File: src/rtl/serial_sub_pkg.sv
// Shared types for the bit-serial subtractor: FSM state encoding and counter sizing.
package serial_sub_pkg;

    typedef enum logic [1:0] {
        IDLE  = 2'd0,
        SHIFT = 2'd1,
        FIN   = 2'd2
    } state_t;

    // Bit counter needs to reach WIDTH-1; never narrower than one bit.
    function automatic int cnt_w(input int width);
        return (width > 2) ? $clog2(width) : 1;
    endfunction

endpackage

File: src/rtl/serial_sub_fullsub.sv
// One-bit full subtractor cell: D = A - B - B_I, B_O is the borrow out.
module FullSUB (
    input  logic A,
    input  logic B,
    input  logic B_I,
    output logic B_O,
    output logic D
);

    assign D   = A ^ B ^ B_I;
    assign B_O = (~A & B) | (~(A ^ B) & B_I);

endmodule

File: src/rtl/serial_sub.sv
// Bit-serial LSB-first subtractor D = A - B - B_IN over WIDTH clocks.
// Define SERIAL_SUB_OVF_EN to add the signed-overflow output OVF.
module serial_sub
    import serial_sub_pkg::*;
#(
    parameter int WIDTH = 8
) (
    input  logic             CLK,
    input  logic             RST,
    input  logic             START,
    input  logic [WIDTH-1:0] A,
    input  logic [WIDTH-1:0] B,
    input  logic             B_IN,
    output logic             BUSY,
    output logic             DONE,
    output logic [WIDTH-1:0] D,
`ifdef SERIAL_SUB_OVF_EN
    output logic             OVF,
`endif
    output logic             B_OUT
);

    localparam int CW = cnt_w(WIDTH);

    state_t           state, state_nxt;
    logic [WIDTH-1:0] a_sr, b_sr;
    logic [WIDTH-2:0] res_sr;
    logic [WIDTH-1:0] res_nxt;
    logic             brw;
    logic [CW-1:0]    cnt;
    logic             diff, bo, last;

    FullSUB u_cell (
        .A   (a_sr[0]),
        .B   (b_sr[0]),
        .B_I (brw),
        .B_O (bo),
        .D   (diff)
    );

    // The final difference bit is merged straight into D, so the shift
    // register only has to hold the WIDTH-1 earlier bits.
    assign res_nxt = {diff, res_sr};
    assign last    = (cnt == CW'(WIDTH - 1));

    always_comb begin
        state_nxt = state;
        BUSY      = 1'b0;
        DONE      = 1'b0;
        case (state)
            IDLE:  if (START) state_nxt = SHIFT;
            SHIFT: begin
                BUSY = 1'b1;
                if (last) state_nxt = FIN;
            end
            FIN: begin
                DONE      = 1'b1;
                state_nxt = IDLE;
            end
            default: state_nxt = IDLE;
        endcase
    end

    always_ff @(posedge CLK or posedge RST) begin
        if (RST) begin
            state  <= IDLE;
            a_sr   <= '0;
            b_sr   <= '0;
            res_sr <= '0;
            brw    <= 1'b0;
            cnt    <= '0;
            D      <= '0;
            B_OUT  <= 1'b0;
`ifdef SERIAL_SUB_OVF_EN
            OVF    <= 1'b0;
`endif
        end else begin
            state <= state_nxt;
            case (state)
                IDLE: if (START) begin
                    a_sr <= A;
                    b_sr <= B;
                    brw  <= B_IN;
                    cnt  <= '0;
                end
                SHIFT: begin
                    a_sr   <= a_sr >> 1;
                    b_sr   <= b_sr >> 1;
                    res_sr <= res_nxt[WIDTH-1:1];
                    brw    <= bo;
                    if (!last) cnt <= cnt + 1'b1;
                    if (last) begin
                        D     <= res_nxt;
                        B_OUT <= bo;
`ifdef SERIAL_SUB_OVF_EN
                        // Borrow into the MSB differs from borrow out of it.
                        OVF   <= brw ^ bo;
`endif
                    end
                end
                default: ;
            endcase
        end
    end

endmodule
File: config.mk
export PLATFORM = sky130hd
export DESIGN_NAME = serial_sub
export DESIGN_NICKNAME = d
export VERILOG_FILES = /design/src/rtl/serial_sub_pkg.sv /design/src/rtl/serial_sub_fullsub.sv /design/src/rtl/serial_sub.sv
export SDC_FILE = /design/constraint.sdc
export NUM_CORES = 1
export LEC_CHECK = 0
export BUFFER_PORTS_ARGS = -buffer_cell sky130_fd_sc_hd__buf_4
export CAP_MARGIN = 20
export CORE_MARGIN = 8
export CORE_UTILIZATION = 36
export DETAILED_ROUTE_END_ITERATION = 7
export GPL_TIMING_DRIVEN = 0
export SLEW_MARGIN = 10
export SYNTH_ARGS = -nofsm -noshare
export SYNTH_HDL_FRONTEND = slang
export SYNTH_SLANG_ARGS = --single-unit
File: constraint.sdc
create_clock -name CLK -period 1.4 [get_ports CLK]
set_input_delay 0.28 -clock CLK [delete_from_list [all_inputs] [get_ports CLK]]
set_output_delay 0.28 -clock CLK [all_outputs]
set_load 0.02 [all_outputs]
==> summary by stage, run 1 <==
Die
In this run the standard cell core region covers 0.00504 mm2. The y dimension of the die is 87.7 um. The count of boundary I/O pins is 31.

For this configuration, the core starts out at a cell density of 0.367. The initialized floorplan defines 26 standard-cell rows. The area of the die is 0.00769 mm2. The die outline width is 87.7 um.

Setup path
For the worst flop-to-flop path, the logic depth is 5. In this design, the critical path's most frequently occurring cell is buf_6. The critical path's top delay family is flip-flops. The signal on the critical path passes through buf_6 > buf_8 > nor2b_4 > buf_6.

The arrival time at the worst endpoint is 1.20 ns. The category of the critical setup timing path is register to output pin. The sort of element at the end of the critical path is an output pin. For this design, the slowest cell found on the critical path is dfrtp_1. The critical path contains buffers and inverters numbering 3 combined. STA puts the critical path data required time at 1.12 ns. In this run the worst path has a maximum fanout of 7.

The critical path runs through a total of 4 cells. STA classifies the critical path startpoint as a register. The largest stage delay on the critical path is 0.40 ns.

Pwr
The leakage power total is 1.24 nW. The proportion of total power due to net switching is 0.356. IR analysis of the VDD net gives a maximum drop of 0.846 mV. The power density over the cells is 2120 mW/mm2.

The combinational share of power is 0.511. The portion of total power attributed to sequential cells is 0.357. The internal power of the cells totals 3.54 mW. The switching power of the nets is 1.96 mW. The clock share of power is 0.132.

The overall power after layout is 5.50 mW.

Job
The reported max-cap violation count is 0.

Yosys
The mean instance size in the synthesized netlist is 12.0 um2. The register bit count reported by yosys is 38. After synthesis the cells add up to 0.00185 mm2. The number of enable-type register cells in the synthesized netlist is 0. The yosys synthesis warning count is 0. The distinct cell type count of the synthesized netlist is 29. Of the total synthesized cell area, the portion taken by XOR and XNOR cells is 0. Measured against the total synthesized area, the mux share comes to 0.103. After synthesis, the largest family of logic cells by area is simple AND/OR/NAND/NOR gates.

The share of the synthesized area in compound gates (AO/OA/AOI/OAI) is 0.0995. The cell count after synthesis is 154. Synthesis produced a netlist with a net count of 177.

The share of the Yosys chip area taken by registers is 0.514. Of the total synthesized cell area, the portion taken by full adders, half adders and majority gates is 0.0244. The share of flip-flops with an asynchronous set or reset after synthesis is 1.00. The most used flip-flop cell after synthesis is dfrtp_1.

Of the total synthesized cell area, the portion taken by AND, OR, NAND and NOR gates is 0.172.

STA
Setup repair after global routing could not meet its margin everywhere. The final cycle utilization of the critical path is 1.06. The final setup violation count is 2. The number of hold violations in the final report is 0. The smallest hold slack is 0.146 ns. Based on the critical path, the design can be clocked at up to 677 MHz.

The normalized max-slew margin is 0.462. Subtracting the final worst setup slack from the clock period gives 1.48 ns. Setup slack on the critical path of the routed design comes to -0.0774 ns. The transition time of the tightest slew-check pin is 0.806 ns. The number of pins exceeding their max-slew limit in the final report was 0.

Clock skew on the completed layout was measured at 0.00878 ns.

Place
The post-placement cell count is 254. The routability congestion estimate from global placement is 0.803. The count of buffers added on input and output ports is 30. The estimated wirelength of the detail-placed design is 2860 um.

Final layout
The commonest non-fill, non-tap cell in the layout is buf_4. In the layout the commonest cells are buf_4 (43), dfrtp_1 (38), inv_1 (18), nor4b_2 (9), a221oi_1 (9). The net count of the finished layout is 231. Compared with the post-synthesis result, the final layout area differs by 40.5%. 0 antenna diodes ended up in the layout.

In the final layout, the share of cells above drive strength 1 is 0.481. Counting the fill cells in the layout gives 461. The final standard cell count with taps included and fillers excluded is 278.

Clock tree
The clock passes through at most 2 buffers. Buffers inserted to repair hold after CTS numbered 0. TritonCTS created 5 clock buffers. The clock-pin transition on the worst setup and hold timing paths is 0.08 ns.

For this design, the sink count on the clock tree is 38. In this run the clock root is driven by a clkbuf_8. The H-tree was split into 2 levels.

At the later pin of the worst-skew pair, clock insertion delay measures 0.29 ns. TritonCTS built the clock tree.

Status
The run finished, with violations left. The final reports fail on negative setup slack.

Drt
The number of design rule violations left after detail routing is 0. The average wire length per cell after detail routing is 16.6 um. The total vias in the final route is 1435. After detailed routing, the number of vias per cell comes to 5.16. In this run, the number of DRC markers left after iteration 0 of detailed routing was 88.

The iteration count of the initial detailed-routing pass is 4. The final wirelength is 4620 um. Once detail routing completed, the nets flagged for antenna violations numbered 0.

GRT
The total global-route track usage is 0.124. The via count of the first global-routing pass is 1512. After global routing the overflow that remains totals 0.

The number of antenna violations at the first check in global routing is 0. The maximum number of pins on one net before global-route repair is 39. The first-pass GRT wire length is 7350 um.

Worst hold path
The path class of the tightest hold or removal check is input port to asynchronous set/reset pin.
[repair_timing]
| action | 4_1_cts | 5_1_grt |
|---|---|---|
| endpoints found under the setup margin | 10 | 37 |
| cloned | 1 | 1 |
| pin swaps | 1 | 7 |
| buffers inserted | 11 | 7 |
| gates resized for setup | 15 | 32 |
[metal layers]
layer | track usage | share of wire | vias to the layer above | wire [um]
met5 | 0 | 0 | - | 0
met4 | 0.0422 | 0.014 | 0 | 64
met3 | 0.0441 | 0.055 | 7 | 256
met2 | 0.202 | 0.47 | 35 | 2170
met1 | 0.148 | 0.46 | 723 | 2130
li1 | - | - | 670 | -
[worst register-to-register path, cell delays in order, from the launching register on]
cell and delay [ns]:
dfrtp_1 0.42, ha_4 0.18, ha_4 0.19, buf_6 0.14, nor4bb_1 0.27, a211o_1 0.14
[power by group through the flow]
| stage | Clock [mW] | Combinational (mW) | Sequential (mW) |
|---|---|---|---|
| final | 0.723 | 2.81 | 1.96 |
| after global routing | 0.783 | 3.06 | 2.04 |
| after CTS | 0.741 | 2.49 | 1.93 |
| after detailed placement | 0 | 2.17 | 1.95 |
| after global placement | 0 | 2.07 | 1.92 |
| after floorplan | 0 | 1.41 | 2.04 |
[stage by stage]
stage / cell area, um2 / setup TNS [ns] / utilization / setup slack (ns)
4_1_cts: 2400 / -0.326 / 0.476 / -0.119
5_1_grt: 2600 / -0.461 / 0.515 / -0.122
2_1_floorplan: 1870 / 0 / - / 0.000511
6_report: 2600 / -0.132 / 0.515 / -0.0774
3_3_place_gp: 2180 / -9.33 / 0.432 / -0.240
3_5_place_dp: 2180 / -0.865 / 0.432 / -0.114
[flip-flops by register name, indices dropped and copies added (netlist names)]
signal and cells:
state 2, a_sr 8, cnt 3, D 8, res_sr 7, b_sr 8
B_OUT 1, brw 1
[cell families after synthesis]
logic type      Yosys count
mux                      16
compound gates           22
buf+inv                  33
flops                    38
simple gates             42
fa+ha+maj                 3
[cells in the mapped netlist (all sizes together), types with 2 or more instances]
| library cell | n | area (um2) |
|---|---|---|
| buf | 11 | 78.8 |
| dfrtp | 38 | 951 |
| nor3b | 5 | 37.5 |
| nor4bb | 3 | 30.0 |
| a221oi | 10 | 87.6 |
| clkbuf | 3 | 11.3 |
| and3 | 3 | 18.8 |
| nor2 | 8 | 30.0 |
| a211o | 3 | 26.3 |
| ha | 2 | 25.0 |
| nor2b | 2 | 12.5 |
| nor4b | 16 | 140 |
| mux2 | 15 | 180 |
| a211oi | 5 | 37.5 |
| inv | 19 | 71.3 |
[final timing paths]
path / start / end / slack (ns)
min reg2reg: a_sr[7]$_DFFE_PP0P_ / a_sr[7]$_DFFE_PP0P_ / 0.49
max reg2reg: cnt[1]$_DFFE_PP0P_ / cnt[1]$_DFFE_PP0P_ / 0
max: state[1]$_DFFE_PP0P_ / DONE / -0.08
max in group asynchronous: RST / state[1]$_DFFE_PP0P_ / 0.74
min: RST / b_sr[4]$_DFFE_PP0P_ / 0.15
min in group CLK: B[4] / b_sr[4]$_DFFE_PP0P_ / 0.32
[final cells by class]
cell class | instances | area (um2) | area share
clock buffers | 6 | 72.6 | 0.0279
multi-input cells | 84 | 908 | 0.350
repair buffers | 49 | 412 | 0.158
clock inverters | 1 | 7.51 | 0.00289
flip-flops and latches | 38 | 951 | 0.366
plain buffers | 11 | 88.8 | 0.0342
well taps | 70 | 87.6 | 0.0337
inverters | 19 | 71.3 | 0.0274
(Power assumes the default switching activity.)
==> run 2: changes to the inputs <==
--- a/config.mk
+++ b/config.mk
@@ -11,6 +11,7 @@
 export CORE_UTILIZATION = 36
 export DETAILED_ROUTE_END_ITERATION = 7
 export GPL_TIMING_DRIVEN = 0
+export SKIP_LAST_GASP = 1
 export SLEW_MARGIN = 10
 export SYNTH_ARGS = -nofsm -noshare
 export SYNTH_HDL_FRONTEND = slang
==> run 2 against run 1 <==
- the flow still finishes with violations (negative setup slack)
- worst setup slack got worse by 0.0045 ns
- utilization rose by 1.1 points
- sequential share of layout area fell by 0.79 points
- wire length rose by 2.0%
- sequential power barely moved
- highest routed layer unchanged
==> summary by stage, run 2 (same netlist as run 1, synthesis figures left out) <==
Pwr
The power density over the cells was 2090 mW/mm2 (was 2120 mW/mm2). The leakage power total came to 1.25 nW (was 1.24 nW). The maximum ir drop on the vdd rail is 0.828 mV (was 0.846 mV).

Place
The estimated wirelength of the detail-placed design is 2860 um (unchanged). The routability congestion estimate from global placement came to 0.803 (unchanged). The count of input and output buffers is 30 (unchanged).

Die
The area of the placeable core is 0.00504 mm2 (unchanged). The y dimension of the die is 87.7 um (unchanged). The initial standard-cell utilization of the core came to 0.367 (unchanged). The die outline width was 87.7 um (unchanged).

The area of the die is 0.00769 mm2 (unchanged). The floorplan row count was 26 (unchanged). The count of boundary I/O pins is 31 (unchanged).

Clock tree
The CTS tree is done (unchanged). The cell at the root of the clock tree is clkbuf_8 (unchanged). The clock latency on the worst-skew pair is 0.29 ns (about the same). The largest buffer count on any clock path is 2 (unchanged). The CTS H-tree depth is 2 (unchanged). The number of clock buffers inserted by TritonCTS was 5 (unchanged). The number of buffers inserted for hold repair after clock tree synthesis is 0 (unchanged).

The clock-pin transition on the worst setup and hold timing paths is 0.08 ns (about the same). The TritonCTS sink count was 38 (unchanged).

Final layout
The area growth from synthesis to final layout is 43.6% (was 40.5%). The antenna diode count is 0 (unchanged). The commonest non-fill, non-tap cell in the layout is buf_4 (unchanged). The share of final-layout standard cells stronger than drive strength 1 came to 0.507 (was 0.481).

Largest registers in the final layout: D x8, a_sr x8, b_sr x8 (unchanged). The filler cell count is 447 (was 461). Most frequent cells in the layout: buf_4 (43), dfrtp_1 (38), inv_1 (18), nor4b_2 (12), a221oi_1 (10) (was buf_4 (43), dfrtp_1 (38), inv_1 (18), nor4b_2 (9), a221oi_1 (9)).

The fraction of the core area covered by cells at the end of the flow is 0.527 (was 0.515). The total number of nets in the final design is 230 (was 231).

Drt
The average wire length per cell after detail routing was 17.0 um (was 16.6 um). The mean number of vias per cell was 5.12 (was 5.16). The total vias in the final route came to 1417 (was 1435). The residual antenna-violating net count after detailed routing is 0 (unchanged). The iteration count of the initial detailed-routing pass is 4 (unchanged). The number of design rule violations left after detail routing was 0 (unchanged). The final wirelength came to 4710 um (was 4620 um). The DRC marker count from the first detailed-route iteration is 75 (was 88).

Setup path
The kind of start point of the critical path is a register (unchanged). The startpoint of the worst-slack reg-to-reg timing path is state[0]$_DFFE_PP0P_ (was cnt[1]$_DFFE_PP0P_). The cell seen most often among critical-path stages is buf_6 (unchanged). The setup slack on the worst flop-to-flop path was -0.05 ns (was 0 ns).

Worst-path cell chain: buf_6 > buf_8 > nor2b_4 > buf_6 (unchanged). The worst reg2reg path depth is 5 (unchanged). The critical path's top delay family is flip-flops (unchanged). The capture instance of the worst register-to-register path is b_sr[5]$_DFFE_PP0P_ (was cnt[1]$_DFFE_PP0P_). The arrival time at the worst endpoint is 1.20 ns (about the same). The sort of element at the end of the critical path is an output pin (unchanged).

The cell with the largest stage delay on the worst path is dfrtp_1 (unchanged). The endpoint required time on the critical path is 1.12 ns (about the same). The largest stage delay on the critical path came to 0.43 ns (was 0.40 ns). The biggest fanout along the worst timing path is 4 (was 7). The category of the critical setup timing path was register to output pin (unchanged). The count of buffering cells on the critical path with inverters included came to 3 (unchanged).

GRT
The number of antenna violations at the first check in global routing is 0 (unchanged). The total global-route track usage is 0.124 (unchanged). The maximum number of pins on one net before global-route repair is 39 (unchanged). The first-pass GRT wire length was 7350 um (unchanged). The sum of overflow across all layers after global routing came to 0 (unchanged).

The via count of the first global-routing pass is 1522 (was 1512).

STA
The transition time of the tightest slew-check pin is 0.802 ns (was 0.806 ns). The final cycle utilization of the critical path is 1.06 (about the same). The final setup violation count is 12 (was 2). The highest clock rate is 675 MHz (was 677 MHz). The final critical-path required period is 1.48 ns (about the same).

The post-route setup TNS is -0.371 ns (was -0.132 ns). The number of hold violations in the final report was 0 (unchanged). RSZ-0062 raised after global routing: true (unchanged). The number of pins exceeding their max-slew limit in the final report is 0 (unchanged).

The normalized max-slew margin was 0.464 (was 0.462). The minimum setup slack in the final design was -0.0818 ns (was -0.0774 ns). The worst clock skew on the final layout is 0.00731 ns (was 0.00878 ns).

Status
Violations in the final reports: negative setup slack (unchanged). Run status: finished with violations (unchanged).

Job
The reported max-cap violation count is 0 (unchanged).

Worst hold path
The type of the most critical hold path is input port to asynchronous set/reset pin (unchanged).
==> run 2: changes by cell type in the layout (fill, tap and decap cells not counted), moves of 2 or more <==
cell      change
buf_12        -2
buf_2         -3
buf_6         +2
clkbuf_4      +2
nor4b_1       -7
nor4b_2       +3
nor4b_4       +4
==> run 2: where the power goes <==
group | switching (mW) | leakage (nW) | internal [mW]
clock | 0.381 | 0.0373 | 0.341
combinational | 1.28 | 0.773 | 1.59
sequential | 0.333 | 0.444 | 1.63
==> run 2: worst max path at each step <==
stage | start | endpoint | slack (ns) | depth (start not counted)
3_5_place_dp | cnt[1]$_DFFE_PP0P_ | D[4]$_DFFE_PP0P_ | -0.11 | 5
4_1_cts | state[0]$_DFFE_PP0P_ | DONE | -0.12 | 5
5_1_grt | state[0]$_DFFE_PP0P_ | DONE | -0.12 | 4
3_3_place_gp | RST | b_sr[1]$_DFFE_PP0P_ | -0.24 | 2
2_1_floorplan | cnt[0]$_DFFE_PP0P_ | D[1]$_DFFE_PP0P_ | 0.0005 | 5
6_report | state[0]$_DFFE_PP0P_ | DONE | -0.08 | 4
==> run 2: final cells by class <==
class / count / area [um2] / area share
Multi-Input combinational cell: 84 / 983 / 0.370
Sequential cell: 38 / 951 / 0.358
Timing Repair Buffer: 47 / 368 / 0.138
Buffer: 12 / 115 / 0.0433
Tap cell: 70 / 87.6 / 0.0330
Clock buffer: 6 / 72.6 / 0.0273
Inverter: 19 / 71.3 / 0.0268
Clock inverter: 1 / 7.51 / 0.00283
==> run 2: through the flow <==
| stage | power (mW) | hold WS (ns) | std cells | instance area, um2 | setup slack [ns] |
|---|---|---|---|---|---|
| after floorplan | 3.45 | 0.451 | 154 | 1870 | 0.000511 |
| after global placement | 3.99 | 0.472 | 254 | 2180 | -0.240 |
| after detailed placement | 4.13 | 0.473 | 254 | 2180 | -0.114 |
| after CTS | 5.11 | 0.171 | 272 | 2380 | -0.119 |
| after global routing | 5.94 | 0.219 | 277 | 2660 | -0.119 |
| final | 5.56 | 0.146 | 277 | 2660 | -0.0818 |
==> run 2: worst reg2reg max path, cell delays in order, from the launching register on <==
cell      delay (ns)
dfrtp_1         0.43
buf_4           0.15
buf_4           0.15
o21bai_4        0.29
buf_6           0.20
a221oi_1        0.10
==> run 2: metal layers <==
layer,vias to the layer above,wire [um],track usage
met2,34,2280,0.202
met4,0,87,0.0438
li1,664,-,-
met3,8,249,0.0441
met1,711,2100,0.148
met5,-,0,0
==> run 2: timing repair <==
action | CTS | global route
buffers inserted | 11 | 7
setup endpoints to repair | 10 | 38
gates cloned | 1 | 0
pin swaps | 1 | 6
gates resized for setup | 11 | 50
